===== config.mk =====
export PLATFORM = sky130hd
export DESIGN_NAME = seq_divider
export DESIGN_NICKNAME = d
export VERILOG_FILES = /design/src/rtl/seq_divider.sv
export SDC_FILE = /design/constraint.sdc
export NUM_CORES = 1
export LEC_CHECK = 0
export CELL_PAD_IN_SITES_DETAIL_PLACEMENT = 1
export CELL_PAD_IN_SITES_GLOBAL_PLACEMENT = 1
export CORE_MARGIN = 8
export CORE_UTILIZATION = 46
export DETAILED_ROUTE_END_ITERATION = 6
export HOLD_SLACK_MARGIN = 0.05
export PLACE_DENSITY = 0.87
export SLEW_MARGIN = 15
export SYNTH_ARGS = -nofsm -noshare
export SYNTH_HDL_FRONTEND = slang
export SYNTH_SLANG_ARGS = --single-unit

===== constraint.sdc =====
create_clock -name clk -period 5 [get_ports clk]
set_input_delay 1 -clock clk [delete_from_list [all_inputs] [get_ports clk]]
set_output_delay 1 -clock clk [all_outputs]
set_load 0.01 [all_outputs]

===== src/rtl/seq_divider.sv =====
// Multi-cycle restoring divider: signed/unsigned, WIDTH-bit operands, one quotient bit per cycle.
// Divide-by-zero and signed MIN / -1 produce fixed results with flags; busy/done handshake.
module seq_divider #(
    parameter int WIDTH = 32,
    parameter int CNT_W = $clog2(WIDTH + 1)
) (
    input  logic             clk,
    input  logic             rst_n,
    input  logic             start,
    input  logic             signed_op,
    input  logic [WIDTH-1:0] dividend,
    input  logic [WIDTH-1:0] divisor,
    output logic             busy,
    output logic             done,
    output logic [WIDTH-1:0] quotient,
    output logic [WIDTH-1:0] remainder,
    output logic             div_by_zero,
    output logic             overflow
);

    typedef enum logic [1:0] {
        IDLE = 2'b00,
        RUN  = 2'b01,
        FIX  = 2'b10,
        DONE = 2'b11
    } state_t;

    localparam logic [WIDTH-1:0] ZERO     = {WIDTH{1'b0}};
    localparam logic [WIDTH-1:0] ONES     = {WIDTH{1'b1}};
    localparam logic [WIDTH-1:0] MIN_VAL  = {1'b1, {(WIDTH-1){1'b0}}};
    localparam logic [WIDTH-1:0] LSB_ONE  = {{(WIDTH-1){1'b0}}, 1'b1};
    localparam logic [CNT_W-1:0] CNT_ONE  = {{(CNT_W-1){1'b0}}, 1'b1};
    localparam logic [CNT_W-1:0] CNT_INIT = CNT_W'(WIDTH);

    // Two's-complement negation; MIN maps onto itself, read as unsigned 2^(WIDTH-1).
    function automatic logic [WIDTH-1:0] neg_val(input logic [WIDTH-1:0] v);
        return ~v + LSB_ONE;
    endfunction

    state_t           state_r, state_s;
    logic             busy_r, done_r;
    logic [WIDTH-1:0] acc_r, quo_r, dvs_mag_r;
    logic [CNT_W-1:0] cnt_r;
    logic             neg_q_r, neg_r_r, ovf_pend_r;
    logic [WIDTH-1:0] quotient_r, remainder_r;
    logic             dbz_r, ovf_r;

    logic             accept_s, zero_div_s, dvd_neg_s, dvs_neg_s, sub_ok_s;
    logic [WIDTH-1:0] dvd_mag_s, dvs_mag_s, a_diff_s;
    logic [WIDTH:0]   a_shift_s;

    assign accept_s   = (state_r == IDLE) && start;
    assign zero_div_s = (divisor == ZERO);
    assign dvd_neg_s  = signed_op & dividend[WIDTH-1];
    assign dvs_neg_s  = signed_op & divisor[WIDTH-1];
    assign dvd_mag_s  = dvd_neg_s ? neg_val(dividend) : dividend;
    assign dvs_mag_s  = dvs_neg_s ? neg_val(divisor) : divisor;
    assign a_shift_s  = {acc_r, quo_r[WIDTH-1]};
    assign sub_ok_s   = (a_shift_s >= {1'b0, dvs_mag_r});
    // True difference is below 2^WIDTH whenever it is kept, so modular WIDTH-bit subtract suffices.
    assign a_diff_s   = a_shift_s[WIDTH-1:0] - dvs_mag_r;

    // Next-state decode.
    always_comb begin
        state_s = state_r;
        case (state_r)
            IDLE: begin
                if (start) begin
                    state_s = zero_div_s ? DONE : RUN;
                end else begin
                    state_s = IDLE;
                end
            end
            RUN: begin
                if (cnt_r == CNT_ONE) begin
                    state_s = FIX;
                end else begin
                    state_s = RUN;
                end
            end
            FIX:     state_s = DONE;
            DONE:    state_s = IDLE;
            default: state_s = IDLE;
        endcase
    end

    // State register with busy/done registered from the next state.
    always_ff @(posedge clk or negedge rst_n) begin
        if (!rst_n) begin
            state_r <= IDLE;
            busy_r  <= 1'b0;
            done_r  <= 1'b0;
        end else begin
            state_r <= state_s;
            busy_r  <= (state_s == RUN) || (state_s == FIX);
            done_r  <= (state_s == DONE);
        end
    end

    // Operand capture, shift/subtract iteration and sign fix-up.
    always_ff @(posedge clk or negedge rst_n) begin
        if (!rst_n) begin
            acc_r       <= ZERO;
            quo_r       <= ZERO;
            dvs_mag_r   <= ZERO;
            cnt_r       <= {CNT_W{1'b0}};
            neg_q_r     <= 1'b0;
            neg_r_r     <= 1'b0;
            ovf_pend_r  <= 1'b0;
            quotient_r  <= ZERO;
            remainder_r <= ZERO;
            dbz_r       <= 1'b0;
            ovf_r       <= 1'b0;
        end else if (accept_s) begin
            dbz_r <= 1'b0;
            ovf_r <= 1'b0;
            if (zero_div_s) begin
                quotient_r  <= ONES;
                remainder_r <= dividend;
                dbz_r       <= 1'b1;
            end else begin
                acc_r      <= ZERO;
                quo_r      <= dvd_mag_s;
                dvs_mag_r  <= dvs_mag_s;
                cnt_r      <= CNT_INIT;
                neg_q_r    <= dvd_neg_s ^ dvs_neg_s;
                neg_r_r    <= dvd_neg_s;
                ovf_pend_r <= signed_op && (dividend == MIN_VAL) && (divisor == ONES);
            end
        end else if (state_r == RUN) begin
            acc_r <= sub_ok_s ? a_diff_s : a_shift_s[WIDTH-1:0];
            quo_r <= {quo_r[WIDTH-2:0], sub_ok_s};
            cnt_r <= cnt_r - CNT_ONE;
        end else if (state_r == FIX) begin
            quotient_r  <= neg_q_r ? neg_val(quo_r) : quo_r;
            remainder_r <= neg_r_r ? neg_val(acc_r) : acc_r;
            ovf_r       <= ovf_pend_r;
        end
    end

    assign busy        = busy_r;
    assign done        = done_r;
    assign quotient    = quotient_r;
    assign remainder   = remainder_r;
    assign div_by_zero = dbz_r;
    assign overflow    = ovf_r;

endmodule


==> summary.md <==
The run finished with clean final reports. The count of H-tree levels built during CTS was 4; the largest fanout of any net on the critical path was 63. The synthesized netlist occupies a cell area of 11900 sq um. The number of top-level pins is 136, and the relative area change from synthesis to final layout is 18.6%. The leakage power summed over all cells was 0.00581 uW; the filler-free cell count of the finished design was 1900. Measured on the finished design, the core utilization comes to 55.0%. Highest attainable clock frequency: 246 MHz. Measured against its own limit, the worst slew margin works out to 26.3%. In this run, placement finished with an instance count of 1868. Once the floorplan was initialized, standard cells occupied 46.3% of the core.

The die covers 31400 sq um. The number of rows created at floorplan was 59; the antenna diode count was 0. The count of input and output buffers is 135, and the buffer count from post-CTS setup fixing is 0. The final layout contains 1661 nets. The commonest non-fill, non-tap cell in the layout is sky130_fd_sc_hd__nand2_1. Detailed placement ended at an HPWL of 28.8 mm.

Once detail routing completed, the nets flagged for antenna violations numbered 0. The core region is 25800 sq um. Leaving out fill and tap cells, the most frequent cells in the layout are sky130_fd_sc_hd__nand2_1, sky130_fd_sc_hd__dfrtp_1, sky130_fd_sc_hd__a21oi_1, sky130_fd_sc_hd__o21ai_0, sky130_fd_sc_hd__clkdlybuf4s50_1.

The tools report the maximum number of buffers from clock root to sink as 2. In this run, distinct cell masters in the synthesized netlist total 71. The post-synthesis sequential area ratio was 36.7%. Entering global routing, the biggest net connects 108 pins. The transition at the pin with the smallest max-transition slack works out to 1.11 ns. Among all flip-flop cells after synthesis, the most frequent one is sky130_fd_sc_hd__dfrtp_1. The clock net in this run drives a total of 175 sinks.

The setup skew after layout came out at 0.0116 ns. TritonCTS built the clock tree. The first-pass iteration count of the detailed router was 5; the final period demand of the worst path was 4.06 ns. For the number of gates given a new drive strength after cts, the log shows 0.

Counting flops with an async set or reset pin after synthesis yields a share of 100%. STA classifies the critical path startpoint as an input pin. Category of the worst setup path capture point: a flop. The cell sitting at the root of the clock tree is a sky130_fd_sc_hd__clkbuf_16.

The worst hold margin was 0.482 ns; the CTS clock-pin slew for the worst setup and hold paths was 0.07 ns. The type of the worst setup path was in -> reg. Setup repair after global routing left no endpoint under its margin. The width of the chip works out to 177 microns.

The number of antenna violations at the first check in global routing was 0. At the worst endpoint, the required time is 5.28 ns. The first global-routing pass estimated 62.7 mm of wire.

For the final routed database, the setup TNS stands at 0 ns. Counting every instance in the synthesized netlist gives 1469. The average cell area after synthesis came out at 8.13 sq um. The run gives 0.887 as the global placement routability congestion.

During synthesis, Yosys emitted a total of 0 warnings. Using the TritonRoute via totals, the vias-per-cell ratio works out to 5.97. The total length of routed wires is 38.8 mm, and the total number of vias is 11351.

For the number of global-route vias before repair, the log shows 11586. The synthesized design contains 0 enable-type register cells. Global routing finished with a remaining overflow of 0. For this block, the initial DRC count from the detailed router was 721. The run gives 0.175 mV as the peak ir drop on the vdd network.

Setup violations remaining at the end of the flow were counted as 0. The flip-flop and latch count after synthesis came out at 175. The worst path meets setup with 0.939 ns of slack. Global routing used 24.7% of the available tracks across all layers. The later pin in the worst-skew pair is clocked with a latency of 0.44 ns. The tool flagged a number of max-cap violations equal to 0. Buffers inserted to repair hold after CTS numbered 0. The class of the tightest hold or removal check was reg -> reg. Counting every net in the synthesized netlist gives 1578.

The run gives 17 as the number of CTS-inserted buffers. In the final routed layout, each cell accounts on average for 20.4 microns. The power density over cell area is 249 nW/um^2, and the die height is 177 microns. The tools report the final-report hold violation count as 0. For the worst setup path, the data arrival time is 4.34 ns. The worst path uses 81.2% of the clock period. Timing analysis after detailed placement gives a worst setup slack of 0.547 ns. The count of pins over their slew limit is 0, and the post-detailed-route DRC marker count is 0. Cells with a size suffix above 1 make up 5.18% of the layout.
==> worst paths after layout <==
check | startpoint | endpoint | slack (ns) | depth (start not counted)
setup / recovery | divisor[14] | remainder[18] | 0.94 | 11
hold / removal | dvs_mag_r[27] | dvs_mag_r[27] | 0.48 | 2
setup reg to reg | acc_r[19] | acc_r[31] | 1.09 | 8
hold reg to reg | dvs_mag_r[27] | dvs_mag_r[27] | 0.48 | 2
max in group asynchronous | rst_n | dvs_mag_r[10] | 3.36 | 2
min in group asynchronous | rst_n | quotient[7] | 0.67 | 1
==> routing by layer <==
metal / GRT usage [%] / up-vias / part of all wire (%)
li1: - / 5360 / -
met4: 8.93 / 0 / 2.7
met3: 3.50 / 57 / 4.5
met2: 42.5 / 274 / 49
met5: 0 / - / 0
met1: 31.0 / 5660 / 44
==> power by group <==
part / leakage (uW) / switching, uW / total, uW / internal [uW]
registers: 0.00213 / 86.9 / 1540 / 1450
clock network: 0.000309 / 635 / 1460 / 821
logic: 0.00337 / 319 / 538 / 219
==> logic make-up (layout without fill, tap and decap cells) <==
kind of cell    count (synthesis)  count (layout)  synth area share [%]
flops                         175             175                  36.7
compound gates                445             445                  22.7
simple gates                  513             513                  20.3
xor+xnor                      146             146                  10.7
buf+inv                       142             238                  4.72
mux                             7               7                 0.587
fa+ha+maj                      41              41                  4.36
==> metrics by stage <==
| stage | cell area, sq um | total power [uW] |
|---|---|---|
| 6_report | 14200 | 3530 |
| 5_1_grt | 14200 | 3660 |
| 4_1_cts | 14200 | 3540 |
| 3_5_place_dp | 13500 | 2090 |
| 3_3_place_gp | 13500 | 2060 |
| 2_1_floorplan | 11900 | 1850 |
==> layout make-up <==
class,instances,area [sq um]
clock buffers,18,439
clock inverters,14,195
fillers,3055,11600
inverters,55,206
multi-input cells,1152,7030
flip-flops and latches,175,4380
well taps,335,419
repair buffers,151,1500
==> state kept, by name, indices dropped and copies added, names as in the netlist <==
signal       cells
overflow         1
done             1
ovf_pend_r       1
remainder       32
dvs_mag_r       32
neg_q_r          1
quo_r           32
acc_r           32
div_by_zero      1
busy             1
neg_r_r          1
cnt_r            6
state_r          2
quotient        32
==> critical path, cell delays in order <==
cell                              delay (ns)
sky130_fd_sc_hd__clkdlybuf4s50_1        0.52
sky130_fd_sc_hd__nor4_2                 0.40
sky130_fd_sc_hd__nand2b_1               0.14
sky130_fd_sc_hd__nand2b_1               0.17
sky130_fd_sc_hd__nand4b_1               0.29
sky130_fd_sc_hd__nor4_2                 0.63
sky130_fd_sc_hd__a21oi_1                0.23
sky130_fd_sc_hd__or2_2                  0.34
sky130_fd_sc_hd__buf_4                  0.31
sky130_fd_sc_hd__nand2_1                0.16
sky130_fd_sc_hd__o21ai_0                0.12
==> synthesized netlist by cell type, drive strengths merged, types with 7 or more instances <==
cell	instances	area share, %
xnor2	59	4.3
o41ai	15	1.4
ha	40	4.2
o21ai	150	6.3
clkbuf	64	2.0
o31ai	35	2.3
nand2	208	6.5
nand4	30	1.6
inv	55	1.7
buf	23	0.97
o211ai	29	1.8
a21o	13	0.82
mux2i	7	0.59
nor4	19	1.4
o21a	7	0.44
a31oi	18	0.94
nor3	21	0.92
o21bai	8	0.50
xor2	87	6.4
or3	17	0.97
dfrtp	175	37
a21oi	139	5.9
or4	14	0.91
nand3	27	1.2
nand2b	10	0.65
and2	9	0.47
nor2	135	4.3
Power figures use the tool's default switching activity.
